**src/rtl/ad9226_frame_packer.sv**
```systemverilog
// Multi-channel AD9226 frame packer: captures CHANNELS words per kept cycle, decimates, and packs
// SAMPLES captures per FIFO word. Optional test-pattern ramp input is enabled by AD9226_TESTPAT_EN.
module ad9226_frame_packer #(
  parameter int unsigned ADC_BITS = 12,
  parameter int unsigned CHANNELS = 2,
  parameter int unsigned SAMPLES  = 20,
  parameter int unsigned DECIM_W  = 8,
  parameter int unsigned CNT_W    = 16
) (
  input  logic                                   sys_clk,
  input  logic                                   reset_n,
  input  logic                                   enable,
  input  logic [DECIM_W-1:0]                     decim,
  input  logic                                   clear_stat,
  input  logic                                   fifo_full,
`ifdef AD9226_TESTPAT_EN
  input  logic                                   testpat,
`endif
  input  logic [CHANNELS*ADC_BITS-1:0]           data_in,
  output logic                                   fifo_write_enable,
  output logic [CHANNELS*ADC_BITS*SAMPLES-1:0]   data_out,
  output logic [CNT_W-1:0]                       frame_cnt,
  output logic [CNT_W-1:0]                       drop_cnt,
  output logic                                   overflow
);

  localparam int unsigned SLOT_W  = CHANNELS * ADC_BITS;
  localparam int unsigned FRAME_W = SLOT_W * SAMPLES;
  localparam int unsigned IDX_W   = $clog2(SAMPLES);

  typedef enum logic [0:0] {StIdle, StFill} state_e;

  state_e               state_q, state_d;
  logic [IDX_W-1:0]     idx_q, idx_d;
  logic [DECIM_W-1:0]   skip_q, skip_d;
  logic [FRAME_W-1:0]   shadow_q, shadow_d;
  logic [FRAME_W-1:0]   dout_q, dout_d;
  logic                 we_q, we_d;
  logic [CNT_W-1:0]     frames_q, frames_d;
  logic [CNT_W-1:0]     drops_q, drops_d;
  logic                 ovf_q, ovf_d;

  logic                 keep;
  logic                 last;
  logic [SLOT_W-1:0]    capture;
  logic [FRAME_W-1:0]   frame_next;

  assign keep = (state_q == StFill) && enable && (skip_q == '0);
  assign last = keep && (idx_q == IDX_W'(SAMPLES - 1));

`ifdef AD9226_TESTPAT_EN
  logic [ADC_BITS-1:0] ramp_q;

  always_ff @(posedge sys_clk or negedge reset_n) begin
    if (!reset_n) begin
      ramp_q <= '0;
    end else if (keep) begin
      ramp_q <= ramp_q + 1'b1;
    end
  end

  always_comb begin
    capture = data_in;
    if (testpat) begin
      for (int c = 0; c < CHANNELS; c++) begin
        capture[c*ADC_BITS +: ADC_BITS] = ramp_q + ADC_BITS'(c);
      end
    end
  end
`else
  assign capture = data_in;
`endif

  // The completing frame includes the capture taken on this very edge.
  always_comb begin
    frame_next = shadow_q;
    frame_next[int'(idx_q)*SLOT_W +: SLOT_W] = capture;
  end

  always_comb begin
    state_d  = state_q;
    idx_d    = idx_q;
    skip_d   = skip_q;
    shadow_d = shadow_q;
    dout_d   = dout_q;
    we_d     = 1'b0;
    frames_d = frames_q;
    drops_d  = drops_q;
    ovf_d    = ovf_q;

    case (state_q)
      StIdle: begin
        if (enable) state_d = StFill;
      end
      StFill: begin
        if (!enable) begin
          state_d = StIdle;
          idx_d   = '0;
          skip_d  = '0;
        end else if (skip_q == '0) begin
          skip_d   = decim;
          shadow_d = frame_next;
          idx_d    = last ? '0 : idx_q + 1'b1;
        end else begin
          skip_d = skip_q - 1'b1;
        end
      end
      default: state_d = StIdle;
    endcase

    if (last) begin
      if (!fifo_full) begin
        dout_d = frame_next;
        we_d   = 1'b1;
        if (frames_q != '1) frames_d = frames_q + 1'b1;
      end else begin
        if (drops_q != '1) drops_d = drops_q + 1'b1;
        ovf_d = 1'b1;
      end
    end

    // Clear beats a coincident completion; the write itself is unaffected.
    if (clear_stat) begin
      frames_d = '0;
      drops_d  = '0;
      ovf_d    = 1'b0;
    end
  end

  always_ff @(posedge sys_clk or negedge reset_n) begin
    if (!reset_n) begin
      state_q  <= StIdle;
      idx_q    <= '0;
      skip_q   <= '0;
      shadow_q <= '0;
      dout_q   <= '0;
      we_q     <= 1'b0;
      frames_q <= '0;
      drops_q  <= '0;
      ovf_q    <= 1'b0;
    end else begin
      state_q  <= state_d;
      idx_q    <= idx_d;
      skip_q   <= skip_d;
      shadow_q <= shadow_d;
      dout_q   <= dout_d;
      we_q     <= we_d;
      frames_q <= frames_d;
      drops_q  <= drops_d;
      ovf_q    <= ovf_d;
    end
  end

  assign fifo_write_enable = we_q;
  assign data_out          = dout_q;
  assign frame_cnt         = frames_q;
  assign drop_cnt          = drops_q;
  assign overflow          = ovf_q;

endmodule

```
**config.mk**
```make
export PLATFORM = sky130hd
export DESIGN_NAME = ad9226_frame_packer
export DESIGN_NICKNAME = d
export VERILOG_FILES = /design/src/rtl/ad9226_frame_packer.sv
export SDC_FILE = /design/constraint.sdc
export NUM_CORES = 2
export LEC_CHECK = 0
export CAP_MARGIN = 20
export CORE_MARGIN = 2
export CORE_UTILIZATION = 60
export DETAILED_ROUTE_END_ITERATION = 10
export MAX_ROUTING_LAYER = met4
export PLACE_DENSITY_LB_ADDON = 0.1
export SLEW_MARGIN = 20
export SYNTH_ARGS = -nofsm -noshare
export SYNTH_HDL_FRONTEND = slang
export SYNTH_SLANG_ARGS = --single-unit
export TNS_END_PERCENT = 100
```
**constraint.sdc**
```tcl
create_clock -name sys_clk -period 10.3 [get_ports sys_clk]
set_input_delay 2.06 -clock sys_clk [delete_from_list [all_inputs] [get_ports sys_clk]]
set_output_delay 2.06 -clock sys_clk [all_outputs]
set_load 0.01 [all_outputs]
```
==> impl_metrics.yaml <==
global_routing:
  grt_use_met3_pct: 6.31
  grt_overflow: 0
  gr-max-usage-layer: "met2"
  grt_max_degree: 217
  use_met1_pct: 49.9
  grt_usage_pct: 37.7
  grt_util_met2_pct: 57.3
  grt_pass1_vias: 35643
  antenna_found_initial: 7
  grt_pass1_wl_microns: 217000
timing:
  hold_slack_ns: 0.476
  finalHoldViolCount: 0
  fin_worst_skew_ns: 0.0331
  fmax_ghz: 0.170
  period_share_pct: 57.2
  slew_violations: 0
  worstMarginPinSlew_ns: 1.15
  setup_tns_ns: 0
  min_period_ns: 5.89
  setup-violations-final: 0
  rsz0062_at_grt: "false"
  layout_setup_ws_ns: 4.41
  max-slew-margin-rel_pct: 22.3
hold_path:
  min_path_cells: 2
  hold_class: "reg2reg"
  min_from: "shadow_q[472]"
  worstHoldEndpoint: "shadow_q[472]"
routing:
  drt-initial-drc-count: 4214
  vias: 37146
  dr.pass1.iters: 6
  drc: 0
  wl_per_cell_microns: 24.0
  ant_nets: 0
  wl_microns: 143000
  viasPerCell: 6.25
clocking:
  h-tree-depth: 3
  post_cts_buffers: 0
  post_cts_resized: 0
  cts.sinks: 1008
  cts_tree: "yes"
  clk_latency_ns: 0.67
  clk_pin_slew_ns: 0.06
  cts_buffers: 101
  cts_root_buffer: "clkbuf_16"
  clockBufferDepth: 3
  holdBufCountCts: 0
pwr:
  finalPower_mw: 10.7
  seqPwrFrac_pct: 37.9
  intPower_mw: 6.84
  pwr-share-comb_pct: 26.5
  leakage_nw: 24.1
  switching_share_pct: 36.2
  powerDensity_mw_per_mm2: 197
  switching_power_mw: 3.89
  clkPwrFrac_pct: 35.6
  peakVddDrop_uv: 205
worst_setup_path:
  path_delay_family: "simple AND/OR/NAND/NOR gates"
  cp-start-kind: "flop"
  worst_ep_required_time_ns: 10.86
  cp_max_fo: 17
  critical_path_cell_count: 13
  reg2reg_setup_slack_ns: 4.41
  reg2reg_from: "idx_q[0]"
  path_class: "reg2reg"
  r2r_cells: 13
  cpPeakStageDelay_ns: 0.81
  critPathArrivalTime_ns: 6.45
  cp_slowest_cell: "nand2_1"
  critPathBufInv: 1
  r2r-end: "shadow_q[261]"
  end_kind: "flop"
  path_cells: "ha_1 -> inv_1 -> fa_1 -> xnor2_2 -> nor2_4 -> nand3_1 -> nor2_1 -> ha_1 -> o211ai_1 -> nand2_1 -> nand2_1 -> nor3_4 -> mux2_2"
floorplan:
  die_area_sq_mm: 0.0772
  core.rowCount: 100
  core_area_sq_mm: 0.0743
  die_h_microns: 278
  pin_count: 551
  floorplan.initialDensity_pct: 60.5
  die_w_microns: 278
yosys:
  synth_common_cells: "dfrtp_1, nand2_1, o21ai_0"
  seq_area_frac_synth_pct: 56.1
  synth.area.top_cells: "dfrtp_1, nand2_1, o21ai_0, mux2i_1, mux2_2"
  yosysTopAreaCell: "dfrtp_1"
  yosysUniqueCellTypes: 78
  ys_ff_latch: 1008
  synth.most_common_cell: "dfrtp_1"
  syn-num-nets: 4543
  synth_edf_count: 0
  synth_area_sq_mm: 0.0450
  synth_warnings: 0
  synthFlopType: "dfrtp_1"
  synth_cells: 4493
  avgSynthCellArea_sq_um: 10.0
  synth.top_cell.area_share_pct: 56.1
  async_flop_share_pct: 100
cells_and_area:
  area_growth_pct: 21.0
  fin_area_sq_mm: 0.0544
  final_core_util_pct: 73.2
  drive_gt1_share_pct: 9.62
  layout.nets: 4934
  stdcell_count: 5946
place:
  gp_congestion: 0.959
  dp_cells: 5750
  place_hpwl_microns: 95200
  pre_cts_ws_ns: 4.41
  postPlaceCellArea_sq_mm: 0.0509
  port_buffers: 550
status:
  status: "finished clean"
flow_run:
  drv_cap: 0
-- cell type report --
cell class | instances | area, sq um
timing repair buffer | 605 | 6010
tap | 969 | 1210
multi-input combinational | 3142 | 18400
sequential | 1008 | 25200
clock inverter | 30 | 398
clock buffer | 158 | 3070
fill | 5397 | 19900
antenna | 8 | 20.0
inverter | 26 | 97.6
-- routing by layer --
layer | vias up | wire length (microns)
met3 | 370 | 12000
met2 | 1841 | 66900
met5 | - | 0
li1 | 16514 | -
met1 | 18421 | 56300
met4 | 0 | 7380
-- power by group through the flow --
stage | clock network [mW] | registers [mW] | logic [mW]
CTS | 3.85 | 4.06 | 2.75
floorplan | 0 | 4.12 | 1.67
detailed placement | 0 | 4.13 | 2.73
global placement | 0 | 4.13 | 2.71
global route | 4.01 | 4.07 | 2.96
finish | 3.82 | 4.06 | 2.84
-- flip-flops by register name (all words and copies together), names as in the netlist --
signal             cells
data_out             480
overflow               1
state_q                1
frame_cnt             16
shadow_q             480
skip_q                 8
fifo_write_enable      1
drop_cnt              16
idx_q                  5
-- worst max-delay path by stage --
stage                        start       endpoint  slack [ns]
after CTS                 idx_q[0]   shadow_q[20]        4.39
after global placement    idx_q[0]   shadow_q[17]        4.43
final                     idx_q[0]  shadow_q[261]        4.41
after floorplan           idx_q[0]   shadow_q[16]        6.37
after global routing      idx_q[0]  shadow_q[257]        4.18
after detailed placement  idx_q[0]   shadow_q[20]        4.41
-- worst register-to-register path, cell delays in order (launching register included) --
cell	delay, ns
dfrtp_2	0.45
ha_1	0.34
inv_1	0.10
fa_1	0.48
xnor2_2	0.75
nor2_4	0.16
nand3_1	0.26
nor2_1	0.07
ha_1	0.70
o211ai_1	0.31
nand2_1	0.81
nand2_1	0.36
nor3_4	0.57
mux2_2	0.42
-- logic make-up after synthesis --
logic type | Yosys count | synth area share (%)
adders and majority gates | 13 | 0.378
xor gates and xnor gates | 34 | 0.737
buffers and inverters | 343 | 3.20
muxes | 414 | 9.72
and+or+nand+nor | 1603 | 15.8
DFF | 1008 | 56.1
AOI/OAI and AO/OA | 1078 | 14.1
-- layout by cell type, fill, tap and decap left out, types with 20 or more instances in the layout --
cell             synthesis  final
dfrtp_1               1008   1007
nand2_1                892    892
clkdlybuf4s50_1          0    549
o21ai_0                548    547
nand3_1                295    295
mux2i_1                231    231
nor2_1                 217    216
o211ai_1               207    207
mux2_2                 179    179
a21oi_1                168    167
clkbuf_16                0    102
buf_4                   11     48
clkbuf_8                 0     31
o21a_1                  26     26
o22ai_1                 27     26
inv_1                   25     25
or3_1                   26     25
clkbuf_1               204     25
xor2_1                  20     20
and3_1                  20     20
No activity file was read; power rests on OpenSTA's default activity.
